$ cat src/rtl/multicycle_alu.sv
// multicycle_alu: WIDTH-bit ALU behind a valid/ready handshake with iterative shifts/rotates.
// Define MULTICYCLE_ALU_MULDIV_EN to build the iterative unsigned multiply/divide datapath.
module multicycle_alu #(
  parameter int WIDTH = 16
) (
  input  logic             clk,
  input  logic             reset,
  input  logic             in_valid,
  output logic             in_ready,
  input  logic [WIDTH-1:0] A,
  input  logic [WIDTH-1:0] B,
  input  logic [4:0]       op,
  output logic             out_valid,
  input  logic             out_ready,
  output logic [WIDTH-1:0] Q,
  output logic [WIDTH-1:0] R,
  output logic             overflow,
  output logic             less,
  output logic             equal,
  output logic             greater,
  output logic             zero
);
  localparam int SHW = $clog2(WIDTH);

  localparam logic [4:0] OP_ADD  = 5'b00000;
  localparam logic [4:0] OP_SUB  = 5'b00001;
  localparam logic [4:0] OP_AND  = 5'b00010;
  localparam logic [4:0] OP_OR   = 5'b00011;
  localparam logic [4:0] OP_XOR  = 5'b00100;
  localparam logic [4:0] OP_NOT  = 5'b00101;
  localparam logic [4:0] OP_CMPS = 5'b00110;
  localparam logic [4:0] OP_CMPU = 5'b00111;
  localparam logic [4:0] OP_SHL  = 5'b01000;
  localparam logic [4:0] OP_LSR  = 5'b01001;
  localparam logic [4:0] OP_ASR  = 5'b01010;
  localparam logic [4:0] OP_ROL  = 5'b01011;
`ifdef MULTICYCLE_ALU_MULDIV_EN
  localparam logic [4:0] OP_MULU = 5'b01100;
  localparam logic [4:0] OP_DIVU = 5'b01101;
`endif

  typedef enum logic [1:0] {IDLE, RUN, DONE} stateT;

  stateT          state;
  logic [4:0]     opReg;
  logic [SHW-1:0] cnt;

  // One bit position per call; the MSB of the result is the bit moved out.
  function automatic logic [WIDTH:0] shiftStep(input logic [4:0] o, input logic [WIDTH-1:0] v);
    logic [WIDTH:0] res;
    case (o)
      OP_SHL:  res = {v[WIDTH-1], v[WIDTH-2:0], 1'b0};
      OP_LSR:  res = {v[0], 1'b0, v[WIDTH-1:1]};
      OP_ASR:  res = {v[0], v[WIDTH-1], v[WIDTH-1:1]};
      default: res = {v[WIDTH-1], v[WIDTH-2:0], v[WIDTH-1]};
    endcase
    return res;
  endfunction

  logic [SHW-1:0] shAmt;
  logic [4:0]     curOp;
  logic [WIDTH-1:0] shIn;
  logic [WIDTH:0]   shOut;
  logic [WIDTH:0]   sum;
  logic [WIDTH:0]   diff;
  logic             signedOv;
  logic [WIDTH-1:0] sQ;
  logic             sOv, sLt, sEq, sGt;

  assign shAmt    = B[SHW-1:0];
  // The first iteration runs on the accept edge straight from the operand bus.
  assign curOp    = (state == IDLE) ? op : opReg;
  assign shIn     = (state == IDLE) ? A : Q;
  assign shOut    = shiftStep(curOp, shIn);
  assign sum      = {1'b0, A} + {1'b0, B};
  assign diff     = {1'b0, A} - {1'b0, B};
  assign signedOv = (A[WIDTH-1] != B[WIDTH-1]) && (diff[WIDTH-1] != A[WIDTH-1]);

  always_comb begin
    sQ  = '0;
    sOv = 1'b0;
    sLt = 1'b0;
    sEq = 1'b0;
    sGt = 1'b0;
    case (op)
      OP_ADD: begin sQ = sum[WIDTH-1:0];  sOv = sum[WIDTH];  end
      OP_SUB: begin sQ = diff[WIDTH-1:0]; sOv = diff[WIDTH]; end
      OP_AND: sQ = A & B;
      OP_OR:  sQ = A | B;
      OP_XOR: sQ = A ^ B;
      OP_NOT: sQ = ~B;
      OP_CMPS: begin
        sQ  = diff[WIDTH-1:0];
        sLt = diff[WIDTH-1] ^ signedOv;
        sEq = (A == B);
        sGt = !sLt && !sEq;
      end
      OP_CMPU: begin
        sQ  = diff[WIDTH-1:0];
        sLt = diff[WIDTH];
        sEq = (A == B);
        sGt = !sLt && !sEq;
      end
      default: ;
    endcase
  end

`ifdef MULTICYCLE_ALU_MULDIV_EN
  // Shift-add: partial product high half in hi, multiplier bits consumed from lo.
  function automatic logic [2*WIDTH-1:0] mulStep(input logic [WIDTH-1:0] hi,
                                                 input logic [WIDTH-1:0] lo,
                                                 input logic [WIDTH-1:0] m);
    logic [WIDTH:0] s;
    s = {1'b0, hi} + (lo[0] ? {1'b0, m} : '0);
    return {s[WIDTH:1], s[0], lo[WIDTH-1:1]};
  endfunction

  // Restoring step: {remainder, quotient}; a zero divisor yields all-ones and R = A.
  function automatic logic [2*WIDTH-1:0] divStep(input logic [WIDTH-1:0] rem,
                                                 input logic [WIDTH-1:0] quo,
                                                 input logic [WIDTH-1:0] d);
    logic [WIDTH:0] t;
    logic [WIDTH:0] td;
    t  = {rem, quo[WIDTH-1]};
    td = t - {1'b0, d};
    if (t >= {1'b0, d}) return {td[WIDTH-1:0], quo[WIDTH-2:0], 1'b1};
    else                return {t[WIDTH-1:0],  quo[WIDTH-2:0], 1'b0};
  endfunction

  logic [WIDTH-1:0]   bReg;
  logic [WIDTH-1:0]   hiIn;
  logic [WIDTH-1:0]   dIn;
  logic [2*WIDTH-1:0] mulOut;
  logic [2*WIDTH-1:0] divOut;

  assign hiIn   = (state == IDLE) ? '0 : R;
  assign dIn    = (state == IDLE) ? B : bReg;
  assign mulOut = mulStep(hiIn, shIn, dIn);
  assign divOut = divStep(hiIn, shIn, dIn);
`endif

  assign in_ready  = (state == IDLE);
  assign out_valid = (state == DONE);

  always_ff @(posedge clk) begin
    if (reset) begin
      state    <= IDLE;
      opReg    <= '0;
      cnt      <= '0;
      Q        <= '0;
      R        <= '0;
      overflow <= 1'b0;
      less     <= 1'b0;
      equal    <= 1'b0;
      greater  <= 1'b0;
      zero     <= 1'b0;
    end else begin
      case (state)
        IDLE: if (in_valid) begin
          opReg   <= op;
          less    <= 1'b0;
          equal   <= 1'b0;
          greater <= 1'b0;
          R       <= '0;
          state   <= DONE;
          case (op)
            OP_SHL, OP_LSR, OP_ASR, OP_ROL: begin
              if (shAmt == '0) begin
                Q        <= A;
                overflow <= 1'b0;
                zero     <= (A == '0);
              end else begin
                Q        <= shOut[WIDTH-1:0];
                overflow <= shOut[WIDTH];
                zero     <= (shOut[WIDTH-1:0] == '0);
                cnt      <= shAmt - 1'b1;
                if (shAmt != SHW'(1)) state <= RUN;
              end
            end
`ifdef MULTICYCLE_ALU_MULDIV_EN
            OP_MULU: begin
              bReg     <= B;
              {R, Q}   <= mulOut;
              overflow <= |mulOut[2*WIDTH-1:WIDTH];
              zero     <= (mulOut[WIDTH-1:0] == '0);
              cnt      <= SHW'(WIDTH - 1);
              state    <= RUN;
            end
            OP_DIVU: begin
              bReg     <= B;
              {R, Q}   <= divOut;
              overflow <= (B == '0);
              zero     <= (divOut[WIDTH-1:0] == '0);
              cnt      <= SHW'(WIDTH - 1);
              state    <= RUN;
            end
`endif
            default: begin
              Q        <= sQ;
              overflow <= sOv;
              less     <= sLt;
              equal    <= sEq;
              greater  <= sGt;
              zero     <= (sQ == '0);
            end
          endcase
        end
        RUN: begin
          cnt <= cnt - 1'b1;
          if (cnt == SHW'(1)) state <= DONE;
`ifdef MULTICYCLE_ALU_MULDIV_EN
          if (opReg == OP_MULU) begin
            {R, Q}   <= mulOut;
            overflow <= |mulOut[2*WIDTH-1:WIDTH];
            zero     <= (mulOut[WIDTH-1:0] == '0);
          end else if (opReg == OP_DIVU) begin
            {R, Q}   <= divOut;
            zero     <= (divOut[WIDTH-1:0] == '0);
          end else begin
`else
          begin
`endif
            Q        <= shOut[WIDTH-1:0];
            overflow <= shOut[WIDTH];
            zero     <= (shOut[WIDTH-1:0] == '0);
          end
        end
        DONE: if (out_ready) state <= IDLE;
        default: state <= IDLE;
      endcase
    end
  end
endmodule

$ cat config.mk
export PLATFORM = sky130hd
export DESIGN_NAME = multicycle_alu
export DESIGN_NICKNAME = d
export VERILOG_FILES = /design/src/rtl/multicycle_alu.sv
export SDC_FILE = /design/constraint.sdc
export NUM_CORES = 1
export LEC_CHECK = 0
export BUFFER_PORTS_ARGS = -buffer_cell sky130_fd_sc_hd__buf_2
export CORE_ASPECT_RATIO = 0.9
export CORE_MARGIN = 5
export CORE_UTILIZATION = 50
export CTS_BUF_LIST = sky130_fd_sc_hd__clkbuf_8
export CTS_CLUSTER_DIAMETER = 80
export DETAILED_ROUTE_END_ITERATION = 8
export PLACE_DENSITY_LB_ADDON = 0.2
export SETUP_SLACK_MARGIN = 0.3
export SYNTH_ARGS = -nofsm -noshare
export SYNTH_HDL_FRONTEND = slang
export SYNTH_SLANG_ARGS = --single-unit
export TNS_END_PERCENT = 30
$ cat constraint.sdc
create_clock -name clk -period 4.6 [get_ports clk]
set_clock_uncertainty 0.1 [all_clocks]
set_input_delay 0.23 -clock clk [delete_from_list [all_inputs] [get_ports clk]]
set_output_delay 0.23 -clock clk [all_outputs]
set_load 0.1 [all_outputs]
==> impl_metrics.ini, run 1 <==
[sta]
setup_slack_ns = 0.837
period_needed_ns = 3.76
rsz0062_at_grt = no
slew_headroom = 0.401
worst_pin_slew_ns = 0.895
slew_viol_final = 0
period_share = 0.818
clock.fmax_mhz = 266
hold_violations = 0
setup_viol = 0
setup_tns_ns = 0

[floorplanning]
io_pins = 80
die_y_um = 105
die_w_um = 116
initial_core_util = 0.516
die_area_um2 = 12200
num_rows = 34
core-area_um2 = 9740

[setup_path]
arrival_ns = 3.90
cp-start-kind = flop
crit_fanout = 25
crit_path_end_kind = flop
reg2reg_from = state[0]$_SDFFE_PP0P_
cp-startpoint = state[0]$_SDFFE_PP0P_
critPathRequiredTime_ns = 4.74
crit_type = flop to flop

[grt]
grt_pass1_vias = 5053
antenna_found_initial = 0
grt_pass1_wl_um = 27500
overflow = 0
grt_max_degree = 33
grt_use_total = 0.282

[min_path]
hold_path.class = input port to flop
hold_start = in_valid

[logic_synthesis]
syn_area_um2 = 5030
synth_commonest_cells = a21oi_1 (60), nor2_1 (60), inv_1 (55)
netlist_top_cells_area = ha_1 (13%), dfxtp_1 (13%), a21oi_1 (6.0%)
syn_avg_cell_area_um2 = 7.49
netlist_instances = 671
ys_async_sr_fraction = 0
ys_types = 81
synth_seq_area_share = 0.127
yosys_warnings = 0
synth_top_area_frac = 0.134
synth_flop_cell = dfxtp_1
ys_seq_elements = 32
yosysTopAreaCell = ha_1
synth-edff-count = 0

[layout]
nets = 804
fin_area_um2 = 5380
utilization = 0.552
antennaDiodeCount = 0
drive_above_1_share = 0.149
area_growth_pct = 6.97

[placement]
finalWeightedCongestion = 0.976
portBuffers = 63
hpwlAfterDp_um = 13600
dp_slack_ns = 0.677
place_area_um2 = 5300

[run]
cap_violations = 0

[pwr]
power_density_nw_per_um2 = 234
power_uw = 1260
p_leak_uw = 0.00239
peakVddDrop_v = 0.000168

[cts]
cts_resized = 0
clkSinkCount = 32
root_buffer = clkbuf_8
ctsHoldBuffers = 0
clk_pin_slew_worst_paths_ns = 0.07
cts_setup_buffers = 0
cts.htree.levels = 2
cts_buffers = 5
cts_tree = built
insertion_delay_ns = 0.30
cts_buffer_depth = 2

[routing]
drt-vias-per-instance = 6.65
wl_um = 17600
vias = 5533
postRouteAntennaNets = 0
drtIter0Drc = 793
dr.pass1.iters = 6
avgRoutedWirePerCell_um = 21.2
drc = 0

[run_status]
status = finished clean
final cells by class:
| cell class | instances | area (µm²) |
|---|---|---|
| well taps | 126 | 158 |
| fillers | 942 | 4360 |
| clock inverters | 2 | 8.76 |
| clock buffers | 5 | 68.8 |
| flip-flops and latches | 32 | 641 |
| multi-input cells | 542 | 3930 |
| inverters | 55 | 206 |
| repair buffers | 70 | 368 |
worst max-delay path, cell delays in order (launching register included):
cell and delay, ns:
dfxtp_1 0.51, nor2_4 0.21, or4b_1 0.64, o21ai_4 0.59
mux4_1 0.68, nor4_1 0.41, nand3_1 0.14, o31ai_1 0.24
a22o_1 0.19
placed cells by master, fill, tap and decap left out, types with 18 or more instances in the layout:
cell type	count
a21oi_1	60
dfxtp_1	32
o21ai_0	24
inv_1	56
buf_2	63
nand3_1	18
nor3_1	32
nor2_1	60
nand2_1	52
ha_1	54
final timing paths:
check | to | slack [ns] | cells past startpoint
worst max-delay path | zero$_SDFFE_PP0P_ | 0.84 | 8
worst min-delay path | state[0]$_SDFFE_PP0P_ | 0.14 | 3
worst max register to register | zero$_SDFFE_PP0P_ | 0.84 | 8
worst min register to register | opReg[3]$_SDFFE_PP0P_ | 0.36 | 2
power by group:
part	switching, µW	internal [µW]	total, µW
Clock	103	100	203
Combinational	520	210	730
Sequential	26.4	301	327
Total	649	612	1260
through the flow:
stage,hold WS [ns],instances
global placement,0.339,825
global route,0.140,832
finish,0.139,832
CTS,0.127,832
detailed placement,0.352,825
floorplan,0.202,686
flip-flops by register name, indices dropped and copies added, names as in the netlist:
register,count
less,1
overflow,1
greater,1
state,2
cnt,4
equal,1
zero,1
Q,16
opReg,5
per-layer routing:
metal | vias up | GRT usage | share of wire
li1 | 2546 | - | -
met4 | 0 | 0.0886 | 0.030
met3 | 43 | 0.0451 | 0.12
met5 | - | 0 | 0
met2 | 409 | 0.416 | 0.43
met1 | 2535 | 0.418 | 0.43
logic make-up (layout without fill, tap and decap cells):
kind of cell    after synthesis  count (layout)  share of synthesized area
other cells                   1              16                   0.000746
flops                        32              32                      0.127
fa+ha+maj                    57              57                      0.146
mux                          21              21                     0.0841
buf+inv                     112             132                      0.103
compound gates              215             215                      0.306
simple gates                228             228                      0.224
xor+xnor                      5               5                    0.00871
Note: power is estimated with default switching activity, not from simulation.
==> inputs of run 2 (changes only) <==
clock period = 3.6 ns   (was 4.6 ns; I/O delays follow)
==> run 2 against run 1 <==
Against the previous run: clock-buffer cell count grew 1; wire length grew 6.0%; final area grew 8.0%; core utilization grew 4.4 points; sequential power grew 28%; combinational power grew 38%; non-clock buffer count grew 52; via count grew 4.6%; total power grew 37%; die area is the same; worst hold slack lost 0.073 ns; sequential share of layout area shrank 0.86 points; largest power group unchanged.
==> impl_metrics.ini, run 2 (synthesis gave the netlist of run 1 again) <==
[routing]
postRouteAntennaNets = 0
drt-vias-per-instance = 6.54
avgRoutedWirePerCell_um = 21.1
vias = 5786
dr.pass1.iters = 6
drc = 0
wl_um = 18700
drtIter0Drc = 860

[cts]
ctsHoldBuffers = 0
cts_buffer_depth = 2
cts_tree = built
insertion_delay_ns = 0.29
cts_buffers = 5
clkSinkCount = 32
root_buffer = clkbuf_8
clk_pin_slew_worst_paths_ns = 0.07
cts.htree.levels = 2

[grt]
grt_max_degree = 33
overflow = 0
grt_use_total = 0.300
grt_pass1_vias = 5499
grt_pass1_wl_um = 29400
antenna_found_initial = 0

[layout]
drive_above_1_share = 0.213
final_cell_mix = buf_2 (63), nor2_1 (60), a21oi_1 (60), buf_4 (59), inv_1 (55)
nets = 856
antennaDiodeCount = 0
largest-register = Q
layout_commonest_cell = buf_2
top_regs = Q x16, opReg x5, cnt x4
area_growth_pct = 15.6
layout.cells.non_filler = 885
fin_area_um2 = 5810
largest_register_ffs = 16
fillers = 930

[sta]
whs_ns = 0.0661
slew_viol_final = 0
worst_pin_slew_ns = 1.34
slew_headroom = 0.105
setup_viol = 0
period_share = 0.895
hold_violations = 0
rsz0062_at_grt = yes
clock.fmax_mhz = 310
period_needed_ns = 3.22
setup_tns_ns = 0

[setup_path]
r2r_slack_ns = 0.41
reg2reg_from = state[0]$_SDFFE_PP0P_
crit_path_end_kind = flop
arrival_ns = 3.36
cp-start-kind = input port
reg2regPathDepth = 9
regToRegEndpoint = zero$_SDFFE_PP0P_
critPathRequiredTime_ns = 3.74
crit_type = input port to flop
crit_fanout = 4

[floorplanning]
die_y_um = 105
io_pins = 80
die_w_um = 116
num_rows = 34
die_area_um2 = 12200
core-area_um2 = 9740
initial_core_util = 0.516

[placement]
place_inst = 875
place_area_um2 = 5680
portBuffers = 63
hpwlAfterDp_um = 14800
finalWeightedCongestion = 0.989

[min_path]
hold_path.class = input port to flop
whs_path_depth = 3
min_to = state[0]$_SDFFE_PP0P_
hold_start = in_valid

[pwr]
power_density_nw_per_um2 = 296
power_uw = 1720
p_leak_uw = 0.00266
peakVddDrop_v = 0.000188

[run_status]
status = finished clean

[run]
cap_violations = 0
run 2: worst max-delay path by stage:
stage | from | end | slack, ns | cells after the start
finish | B[1] | zero$_SDFFE_PP0P_ | 0.38 | 13
global route | B[4] | Q[15]$_SDFFE_PP0P_ | 0.27 | 16
CTS | A[4] | zero$_SDFFE_PP0P_ | 0.34 | 16
detailed placement | A[4] | zero$_SDFFE_PP0P_ | 0.03 | 16
global placement | A[4] | zero$_SDFFE_PP0P_ | 0.13 | 16
floorplan | B[1] | zero$_SDFFE_PP0P_ | 0.32 | 15
run 2: per-layer routing:
| layer | GRT usage | up-vias | part of all wire | routed length, µm |
|---|---|---|---|---|
| li1 | - | 2657 | - | - |
| met3 | 0.0595 | 66 | 0.11 | 2150 |
| met4 | 0.0903 | 0 | 0.035 | 662 |
| met2 | 0.450 | 405 | 0.44 | 8150 |
| met1 | 0.432 | 2658 | 0.41 | 7750 |
| met5 | 0 | - | 0 | 0 |
run 2: metrics by stage:
step	utilization	setup slack, ns
2_1_floorplan	-	0.323
3_3_place_gp	0.583	0.133
3_5_place_dp	0.583	0.0330
4_1_cts	0.594	0.338
5_1_grt	0.596	0.269
6_report	0.596	0.379
run 2: critical path, cell delays in order:
cell	delay (ns)
buf_2	0.12
inv_1	0.07
ha_1	0.32
nor3_2	0.05
a211o_1	0.31
buf_4	0.16
a211o_1	0.30
a2111oi_2	0.37
o21ai_1	0.23
a211o_1	0.31
or4_4	0.51
nor4b_2	0.27
a22o_1	0.16
run 2: power by group:
| group | total [µW] | switching (µW) | leakage (µW) | internal, µW |
|---|---|---|---|---|
| sequential | 419 | 34.4 | 0.000264 | 384 |
| clock | 295 | 143 | 0.0000510 | 153 |
| combinational | 1010 | 686 | 0.00235 | 321 |
run 2: cell type report:
cell class	count	area, µm²	share of cell area
Timing Repair Buffer	122	758	0.130
Clock inverter	2	10.0	0.00172
Tap cell	126	158	0.0271
Clock buffer	6	82.6	0.0142
Inverter	55	206	0.0355
Multi-Input combinational cell	542	3950	0.680
Sequential cell	32	642	0.110
run 2: timing repair:
action	in CTS	in global routing
buffers inserted	2	0
endpoints found under the setup margin	1	3
pin swaps	1	1
resized for setup	0	4
==> inputs of run 3 (changes only) <==
clock period = 3 ns   (was 3.6 ns; I/O delays follow)
==> run 3 against run 2 <==
Against the previous run: final area grew 17%; wire length up 6.1%; core utilization increased by 10 points; critical path type is now flop to flop; largest power group unchanged.
==> impl_metrics.ini, run 3 (synthesis gave the netlist of run 1 again) <==
[layout]
fillers = 838
fin_area_um2 = 6790
final_cell_mix = buf_4 (124), nor2_1 (59), buf_2 (57), a21oi_1 (53), nand2_1 (52)
regArea_um2 = 641
layout.cells.non_filler = 963
antennaDiodeCount = 0
drive_above_1_share = 0.342
layout_commonest_cell = buf_4
multi_input_area_um2 = 4210
area_growth_pct = 34.9
largest_register_ffs = 16
largest-register = Q
top_regs = Q x16, opReg x5, cnt x4
nets = 934

[floorplanning]
core-area_um2 = 9740
die_w_um = 116
die_area_um2 = 12200
io_pins = 80
num_rows = 34
initial_core_util = 0.516
die_y_um = 105

[cts]
clkSinkCount = 32
insertion_delay_ns = 0.28
cts.htree.levels = 2
clk_pin_slew_worst_paths_ns = 0.07
cts_buffer_depth = 2
root_buffer = clkbuf_8
cts_buffers = 5
ctsHoldBuffers = 0
cts_tree = built

[setup_path]
cp-start-kind = flop
slowest_delay_ns = 0.62
crit_type = flop to flop
cp_top_family = simple AND/OR/NAND/NOR gates
arrival_ns = 3.07
cp_slowest_cell = mux4_1
reg2reg_from = state[1]$_SDFFE_PP0P_
crit_fanout = 2
critPathBufInv = 0
cp_cell_sequence = nor2_4 > or4b_1 > o21ai_4 > mux4_1 > or4_1 > o31ai_2 > a22o_1
critPathRequiredTime_ns = 3.13
crit_path_end_kind = flop
cp-startpoint = state[1]$_SDFFE_PP0P_

[grt]
grt_use_total = 0.311
grt_max_degree = 32
grt_pass1_wl_um = 30500
met3_usage = 0.0746
grt_pass1_vias = 5776
grt-busiest-layer = met2
met1_usage = 0.435
met2_usage = 0.479
antenna_found_initial = 0
overflow = 0

[sta]
clock.fmax_mhz = 340
period_share = 0.980
slew_headroom = 0.241
setup_slack_ns = 0.0608
slew_viol_final = 0
rsz0062_at_grt = yes
setup_viol = 0
period_needed_ns = 2.94
hold_violations = 0
worst_pin_slew_ns = 1.13

[routing]
drc = 0
wl_um = 19900
vias = 6210
dr.pass1.iters = 6
drt-vias-per-instance = 6.45
drtIter0Drc = 731
postRouteAntennaNets = 0
avgRoutedWirePerCell_um = 20.6

[placement]
portBuffers = 63
place_inst = 947
finalWeightedCongestion = 0.982
place_area_um2 = 6280
hpwlAfterDp_um = 15500
dp_slack_ns = -0.382

[min_path]
hold_path.class = input port to flop
hold_start = in_valid

[run_status]
status = finished clean

[run]
cap_violations = 0

[pwr]
peakVddDrop_v = 0.000276
p_leak_uw = 0.00309
power_density_nw_per_um2 = 334
run 3: cell type report:
cell class | count | area share
timing repair buffer | 200 | 0.216
clock inverter | 2 | 0.00111
clock buffer | 6 | 0.0122
sequential | 32 | 0.0944
tap | 126 | 0.0232
inverter | 55 | 0.0319
multi-input combinational | 542 | 0.621
run 3: worst reg2reg max path, stage by stage, from the launching register on:
cell and delay (ns):
dfxtp_1 0.38, nor2_4 0.06, or4b_1 0.54, o21ai_4 0.20, mux4_1 0.62, or4_1 0.53
o31ai_2 0.28, a22o_1 0.19
run 3: stage by stage:
stage / total power, µW / hold slack (ns) / util / TNS (ns)
2_1_floorplan: 1370 / 0.122 / - / -0.221
3_3_place_gp: 1770 / 0.342 / 0.645 / -1.21
3_5_place_dp: 1790 / 0.347 / 0.645 / -1.46
4_1_cts: 2170 / 0.0524 / 0.675 / 0
5_1_grt: 2370 / 0.0666 / 0.697 / -0.0158
6_report: 2260 / 0.0648 / 0.697 / 0
run 3: power by group:
part           switching [µW]  internal (µW)
Combinational             898            525
Sequential               39.6            461
Clock                     159            180
Total                    1100           1170
run 3: timing repair:
action / in CTS / in global routing
endpoints found under the hold margin: 0 / 0
endpoints found under the setup margin: 10 / 16
setup buffers: 7 / 1
gates resized for setup: 35 / 44
pin swaps: 11 / 21
run 3: final timing paths:
check	to	cells past startpoint	slack (ns)
worst min register to register	opReg[3]$_SDFFE_PP0P_	2	0.35
worst max register to register	zero$_SDFFE_PP0P_	7	0.06
worst max-delay path	zero$_SDFFE_PP0P_	7	0.06
worst min-delay path	state[0]$_SDFFE_PP0P_	3	0.06
run 3: per-layer routing:
layer,part of all wire,vias to the layer above,wire (µm)
met4,0.034,0,683
met5,0,-,0
li1,-,2803,-
met3,0.12,66,2390
met1,0.40,2909,8010
met2,0.44,432,8770
